## config.mk

```make
export PLATFORM = sky130hd
export DESIGN_NAME = systolic_sequencer_flat
export DESIGN_NICKNAME = d
export VERILOG_FILES = /design/src/rtl/npu_pkg.sv /design/src/rtl/systolic_sequencer_if.sv /design/src/rtl/seq_lane_gen.sv /design/src/rtl/systolic_sequencer.sv /design/src/flat_wrapper.sv
export SDC_FILE = /design/constraint.sdc
export NUM_CORES = 1
export LEC_CHECK = 0
export ABC_CLOCK_PERIOD_IN_PS = 4800
export BUFFER_PORTS_ARGS = -buffer_cell sky130_fd_sc_hd__buf_2
export CORE_MARGIN = 2
export CORE_UTILIZATION = 55
export DETAILED_ROUTE_END_ITERATION = 16
export MAX_ROUTING_LAYER = met4
export PLACE_DENSITY = 0.82
export REMOVE_ABC_BUFFERS = 1
export SLEW_MARGIN = 20
export SYNTH_ARGS = -nofsm -noshare
export SYNTH_HDL_FRONTEND = slang
export SYNTH_SLANG_ARGS = --single-unit
```

## constraint.sdc

```tcl
create_clock -name clk -period 4.8 [get_ports clk]
set_clock_uncertainty 0.1 [all_clocks]
set_input_delay 0.48 -clock clk [delete_from_list [all_inputs] [get_ports clk]]
set_output_delay 0.48 -clock clk [all_outputs]
set_load 0.1 [all_outputs]
```

## src/rtl/npu_pkg.sv

```systemverilog
// Shared NPU types and defaults: sequencer state encoding, array geometry,
// and the operand address helper used by every lane generator.
package npu_pkg;

  localparam int NPU_N         = 3;
  localparam int NPU_ADDR_W    = 5;
  localparam int NPU_DRAIN_CYC = 6;

  typedef enum logic [1:0] {
    IDLE,
    FEED,
    DRAIN,
    DONE
  } seq_state_e;

  function automatic logic [31:0] lane_addr(input logic [31:0] base,
                                            input logic [31:0] major,
                                            input logic [31:0] minor,
                                            input logic [31:0] n);
    return base + major * n + minor;
  endfunction

endpackage

```

## src/rtl/systolic_sequencer_if.sv

```systemverilog
// Command/operand-address bundle between NPU command logic (master) and the
// systolic sequencer (slave).
interface systolic_sequencer_if #(
  parameter int N      = 3,
  parameter int ADDR_W = 5,
  parameter int CNT_W  = 16
) ();

  logic                  start;
  logic [ADDR_W-1:0]     a_base;
  logic [ADDR_W-1:0]     b_base;
  logic                  busy;
  logic                  done;
  logic                  acc_clr;
  logic [N-1:0]          lane_vld;
  logic [N*ADDR_W-1:0]   a_addr;
  logic [N*ADDR_W-1:0]   b_addr;
  logic [CNT_W-1:0]      cyc_cnt;

  modport master (
    output start, a_base, b_base,
    input  busy, done, acc_clr, lane_vld, a_addr, b_addr, cyc_cnt
  );

  modport slave (
    input  start, a_base, b_base,
    output busy, done, acc_clr, lane_vld, a_addr, b_addr, cyc_cnt
  );

endinterface

```

## src/rtl/seq_lane_gen.sv

```systemverilog
// Per-lane skewed address generator: lane K is live for feed steps K..K+N-1
// and forces its addresses to zero otherwise.
module seq_lane_gen
  import npu_pkg::*;
#(
  parameter int N      = NPU_N,
  parameter int ADDR_W = NPU_ADDR_W,
  parameter int K      = 0,
  parameter int T_W    = 3
) (
  input  logic              feed,
  input  logic [T_W-1:0]    t,
  input  logic [ADDR_W-1:0] a_base,
  input  logic [ADDR_W-1:0] b_base,
  output logic              vld,
  output logic [ADDR_W-1:0] a_addr,
  output logic [ADDR_W-1:0] b_addr
);

  logic [31:0]       t32;
  logic [31:0]       k32;
  logic [ADDR_W-1:0] a_mod;
  logic [ADDR_W-1:0] b_mod;

  always_comb begin
    t32    = 32'(t);
    k32    = 32'(K);
    vld    = feed && (t32 >= k32) && (t32 <= k32 + 32'(N) - 32'd1);
    // Truncation to ADDR_W gives the modulo-2^ADDR_W wrap for free.
    a_mod  = ADDR_W'(lane_addr(32'(a_base), k32, t32 - k32, 32'(N)));
    b_mod  = ADDR_W'(lane_addr(32'(b_base), t32 - k32, k32, 32'(N)));
    a_addr = vld ? a_mod : '0;
    b_addr = vld ? b_mod : '0;
  end

endmodule

```

## src/rtl/systolic_sequencer.sv

```systemverilog
// Sequences one NxN systolic matrix multiply: skewed operand feed, drain, done.
// Optional busy-cycle counter enabled by defining SYSTOLIC_SEQ_PERF_EN.
module systolic_sequencer
  import npu_pkg::*;
#(
  parameter int N         = NPU_N,
  parameter int ADDR_W    = NPU_ADDR_W,
  parameter int DRAIN_CYC = NPU_DRAIN_CYC,
  parameter int CNT_W     = 16
) (
  input  logic                 clk,
  input  logic                 rst,
  systolic_sequencer_if.slave  bus
);

  localparam int T_W = (N > 1) ? $clog2(2 * N) : 1;
  localparam int D_W = (DRAIN_CYC > 1) ? $clog2(DRAIN_CYC) : 1;

  seq_state_e            state_q, state_d;
  logic [T_W-1:0]        t_q, t_d;
  logic [D_W-1:0]        drain_q, drain_d;
  logic [ADDR_W-1:0]     a_base_q, a_base_d;
  logic [ADDR_W-1:0]     b_base_q, b_base_d;
  logic                  start_acc;
  logic                  feed_d;

  logic                  busy_q, busy_d;
  logic                  done_q, done_d;
  logic                  acc_clr_q, acc_clr_d;
  logic [N-1:0]          lane_vld_q, lane_vld_d;
  logic [N*ADDR_W-1:0]   a_addr_q, a_addr_d;
  logic [N*ADDR_W-1:0]   b_addr_q, b_addr_d;

  always_comb begin
    state_d   = state_q;
    t_d       = t_q;
    drain_d   = drain_q;
    a_base_d  = a_base_q;
    b_base_d  = b_base_q;
    start_acc = 1'b0;
    unique case (state_q)
      IDLE: begin
        if (bus.start) begin
          start_acc = 1'b1;
          state_d   = FEED;
          t_d       = '0;
          drain_d   = '0;
          a_base_d  = bus.a_base;
          b_base_d  = bus.b_base;
        end
      end
      FEED: begin
        if (t_q == T_W'(2 * N - 2)) begin
          state_d = DRAIN;
          drain_d = '0;
        end else begin
          t_d = t_q + T_W'(1);
        end
      end
      DRAIN: begin
        if (drain_q == D_W'(DRAIN_CYC - 1)) state_d = DONE;
        else                                drain_d = drain_q + D_W'(1);
      end
      DONE:    state_d = IDLE;
      default: state_d = IDLE;
    endcase

    // Outputs are decoded from next state so the flops present them in the
    // same cycle the state register enters that state.
    feed_d    = (state_d == FEED);
    busy_d    = (state_d != IDLE);
    done_d    = (state_d == DONE);
    acc_clr_d = feed_d && (t_d == '0);
  end

  for (genvar k = 0; k < N; k++) begin : g_lane
    seq_lane_gen #(
      .N      (N),
      .ADDR_W (ADDR_W),
      .K      (k),
      .T_W    (T_W)
    ) u_lane (
      .feed   (feed_d),
      .t      (t_d),
      .a_base (a_base_d),
      .b_base (b_base_d),
      .vld    (lane_vld_d[k]),
      .a_addr (a_addr_d[k*ADDR_W +: ADDR_W]),
      .b_addr (b_addr_d[k*ADDR_W +: ADDR_W])
    );
  end

  always_ff @(posedge clk) begin
    if (!rst) begin
      state_q    <= IDLE;
      t_q        <= '0;
      drain_q    <= '0;
      a_base_q   <= '0;
      b_base_q   <= '0;
      busy_q     <= 1'b0;
      done_q     <= 1'b0;
      acc_clr_q  <= 1'b0;
      lane_vld_q <= '0;
      a_addr_q   <= '0;
      b_addr_q   <= '0;
    end else begin
      state_q    <= state_d;
      t_q        <= t_d;
      drain_q    <= drain_d;
      a_base_q   <= a_base_d;
      b_base_q   <= b_base_d;
      busy_q     <= busy_d;
      done_q     <= done_d;
      acc_clr_q  <= acc_clr_d;
      lane_vld_q <= lane_vld_d;
      a_addr_q   <= a_addr_d;
      b_addr_q   <= b_addr_d;
    end
  end

  assign bus.busy     = busy_q;
  assign bus.done     = done_q;
  assign bus.acc_clr  = acc_clr_q;
  assign bus.lane_vld = lane_vld_q;
  assign bus.a_addr   = a_addr_q;
  assign bus.b_addr   = b_addr_q;

`ifdef SYSTOLIC_SEQ_PERF_EN
  logic [CNT_W-1:0] cnt_q, cnt_d;

  always_comb begin
    cnt_d = cnt_q;
    if (start_acc)                             cnt_d = '0;
    else if (state_q != IDLE && cnt_q != '1)   cnt_d = cnt_q + CNT_W'(1);
  end

  always_ff @(posedge clk) begin
    if (!rst) cnt_q <= '0;
    else      cnt_q <= cnt_d;
  end

  assign bus.cyc_cnt = cnt_q;
`else
  assign bus.cyc_cnt = {CNT_W{1'b0}};
`endif

endmodule
```

## src/flat_wrapper.sv

```systemverilog
// flat-port wrapper written by rule: the top's interface ports become plain ports
module systolic_sequencer_flat import npu_pkg::*;
#(
  parameter int N         = NPU_N,
  parameter int ADDR_W    = NPU_ADDR_W,
  parameter int DRAIN_CYC = NPU_DRAIN_CYC,
  parameter int CNT_W     = 16
)
  (clk, rst, bus_start, bus_a_base, bus_b_base, bus_busy, bus_done, bus_acc_clr, bus_lane_vld, bus_a_addr, bus_b_addr, bus_cyc_cnt);
  systolic_sequencer_if #(.N(N), .ADDR_W(ADDR_W), .CNT_W(CNT_W)) bus_i ();
  input  logic clk;
  input  logic rst;
  input wire logic [$bits(bus_i.start)-1:0] bus_start;
  input wire logic [$bits(bus_i.a_base)-1:0] bus_a_base;
  input wire logic [$bits(bus_i.b_base)-1:0] bus_b_base;
  output wire logic [$bits(bus_i.busy)-1:0] bus_busy;
  output wire logic [$bits(bus_i.done)-1:0] bus_done;
  output wire logic [$bits(bus_i.acc_clr)-1:0] bus_acc_clr;
  output wire logic [$bits(bus_i.lane_vld)-1:0] bus_lane_vld;
  output wire logic [$bits(bus_i.a_addr)-1:0] bus_a_addr;
  output wire logic [$bits(bus_i.b_addr)-1:0] bus_b_addr;
  output wire logic [$bits(bus_i.cyc_cnt)-1:0] bus_cyc_cnt;
  assign bus_i.start = bus_start;
  assign bus_i.a_base = bus_a_base;
  assign bus_i.b_base = bus_b_base;
  assign bus_busy = bus_i.busy;
  assign bus_done = bus_i.done;
  assign bus_acc_clr = bus_i.acc_clr;
  assign bus_lane_vld = bus_i.lane_vld;
  assign bus_a_addr = bus_i.a_addr;
  assign bus_b_addr = bus_i.b_addr;
  assign bus_cyc_cnt = bus_i.cyc_cnt;
  systolic_sequencer #(.N(N), .ADDR_W(ADDR_W), .DRAIN_CYC(DRAIN_CYC), .CNT_W(CNT_W)) u_core (.clk(clk), .rst(rst), .bus(bus_i));
endmodule
```

==> metrics.txt <==
Post-synth EDFFs 0; initial antenna violation count 0; Power per Cell Area 380 mW/mm2; status finished clean; CP Launch Type flip-flop; Crit Path Class flip-flop to flip-flop; sw frac 0.435; gpl congestion 0.890; Ys Warns 0; Die H 81.2 um; hold slack 0.408 ns; PostCTS Resize Cnt 0; crit end category flip-flop; area grow syn2layout 9.36%; first-pass GRT wire length 9850 um; commonest non-fill, non-tap cell in the layout dfxtp_1; Peak VDD IR 0.207 mV; Via-to-Cell Ratio 4.93; NetSw 0.000591 W; hold_buf cts 0; Async S/R FF share, synth 0; Worst Hold Class input port to flip-flop; critical path, cell by cell inv_1, ha_1, a21o_4, o21ai_1, a22oi_4, ha_1, ha_1, inv_1, ha_1, inv_1, fa_1, inv_1, ha_1, a21o_1, a21oi_1, xnor2_1, xnor2_1, nor2_1; RSZ-0062 raised after global routing no; vias in the first global route 2228; Post-route DRC 0; Flop pwr share 0.361; Cells after Synth 340; Final Hold Viols 0; io pins 65; DIE AREA 0.00659 mm2; most frequent cells in the layout dfxtp_1, buf_2, ha_1; Tot Pwr 0.00136 W; antenna-violating nets left 0; synth unique cells 53; GR Overflow Total 0; total CTS buffers 5; Final Non-Filler Cells 462; CP dominant cell by count ha_1; clk_lat worst skew 0.31 ns; Tot GR Track Use 0.201; Netlist Area Pre-Place 0.00327 mm2; FF-to-FF Start u_core.t_q[1]$_SDFF_PN0_; DRT Wirelength 5930 um; n_diodes 0; Pleak 1.87 nW; relative slew slack 0.300; initial drt markers 67; Worst-path clk slew 0.09 ns; CP max stage delay 0.53 ns; Initial Util 0.560; Slew @ Worst Pin 1.05 ns; Clock Path Buffers 2; crit path max fanout 7; Core Util, Final 0.612; Max Fclk 0.240 GHz; reg2reg setup slack 0.63 ns; CP delay by family, top adder cells; Initial DRT Pass Iterations 4; Final Max Tran Viols 0; Worst R2R End u_core.bus.b_addr[9]$_SDFF_PN0_; postcts setup bufs 0; CP max-delay cell fa_1; CTS root buf clkbuf_8; final net count 452; DP HPWL 4680 um; CTS Sinks 54; via count 2279; Worst Path Buf+Inv 4; Seq/Total Area, Yosys 0.330; Cells after DPL 454; H-tree depth 2; Chip Width 81.2 um; num rows 28; Tcrit/Tclk final 0.868; Internal 0.000769 W; total negative slack 0 ns; core area 0.00585 mm2; Combinational Power Share 0.448; largest net degree at the start of global routing 22; Tmin final 4.17 ns; CTS tree yes; hold path cells 3; share of cells above drive strength 1 0.196; PortBufs 48; Hold EP u_core.a_base_q[0]$_SDFF_PN0_; Most used DFF post-synth dfxtp_1; R2R depth 18; syn_area_per_cell 9.63 um2; maximum capacitance violations 0; Worst EP arrival 4.23 ns; Hold Crit Start bus_a_base[0]; Clk network pwr share 0.191; WP data required 4.87 ns; Synth Register Bits 54; wire length per cell 12.8 um; # setup viols final 0
## metrics by stage
step / worst slack (ns) / area, um2
4_1_cts: 0.615 / 3580
3_3_place_gp: 0.852 / 3490
3_5_place_dp: 0.637 / 3490
2_1_floorplan: 0.976 / 3160
6_report: 0.635 / 3580
5_1_grt: 0.355 / 3580
## worst min-delay path: stages
cell	delay (ns)
buf_2	0.08
mux2i_1	0.11
nor2b_1	0.12
## layer usage
layer	vias to the layer above	global-route usage	share of wire
li1	1148	-	-
met1	1081	0.235	0.45
met2	45	0.350	0.51
met3	5	0.0344	0.033
met4	0	0.0661	0.014
met5	-	-	0
## power by group through the flow
| stage | logic, W | clock network (W) | registers [W] |
|---|---|---|---|
| global route | 0.000666 | 0.000280 | 0.000494 |
| finish | 0.000610 | 0.000260 | 0.000491 |
| floorplan | 0.000326 | 0 | 0.000691 |
| global placement | 0.000597 | 0 | 0.000501 |
| CTS | 0.000614 | 0.000264 | 0.000491 |
| detailed placement | 0.000610 | 0 | 0.000501 |
## layout make-up
class	instances	area, um2
Fill cell	511	2270
Multi-Input combinational cell	230	1900
Sequential cell	54	1080
Timing Repair Buffer	48	240
Inverter	47	176
Tap cell	75	93.8
Clock buffer	7	86.3
Clock inverter	1	5.00
## cells by family after synthesis
family	after synthesis	synth area share
AND/OR/NAND/NOR	85	0.138
buffers and inverters	71	0.107
flip-flops	54	0.330
adder cells (fa/ha/maj)	53	0.223
AO/OA/AOI/OAI	41	0.0978
XOR/XNOR	23	0.0615
multiplexers	12	0.0413
other	1	0.00115
## how the worst max path moves through the flow
stage | start | end | slack [ns] | cells after the start
global route | u_core.t_q[1]$_SDFF_PN0_ | u_core.bus.b_addr[9]$_SDFF_PN0_ | 0.36 | 18
floorplan | u_core.t_q[1]$_SDFF_PN0_ | u_core.bus.b_addr[9]$_SDFF_PN0_ | 0.98 | 18
CTS | u_core.t_q[1]$_SDFF_PN0_ | u_core.bus.b_addr[9]$_SDFF_PN0_ | 0.61 | 18
global placement | u_core.t_q[1]$_SDFF_PN0_ | u_core.bus.b_addr[9]$_SDFF_PN0_ | 0.85 | 18
detailed placement | u_core.t_q[1]$_SDFF_PN0_ | u_core.bus.b_addr[9]$_SDFF_PN0_ | 0.64 | 18
finish | u_core.t_q[1]$_SDFF_PN0_ | u_core.bus.b_addr[9]$_SDFF_PN0_ | 0.63 | 18
## synthesized netlist by cell type (9+ instances only)
| cell type | n | area (um2) |
|---|---|---|
| xnor2_1 | 14 | 123 |
| nor2_1 | 31 | 116 |
| buf_4 | 16 | 120 |
| nor2b_1 | 14 | 87.6 |
| mux2i_1 | 9 | 90.1 |
| a21oi_1 | 11 | 55.1 |
| dfxtp_1 | 54 | 1080 |
| inv_1 | 43 | 161 |
| ha_1 | 44 | 551 |
| fa_1 | 9 | 180 |
| xor2_1 | 9 | 78.8 |
## registers in the layout, indices dropped and copies added (netlist names)
name	count
u_core.bus.busy	1
u_core.bus.b_addr	15
u_core.drain_q	3
u_core.bus.a_addr	15
u_core.state_q	2
u_core.bus.acc_clr	1
u_core.bus.done	1
u_core.a_base_q	5
u_core.t_q	3
u_core.bus.lane_vld	3
u_core.b_base_q	5
No activity file was read; power rests on OpenSTA's default activity.
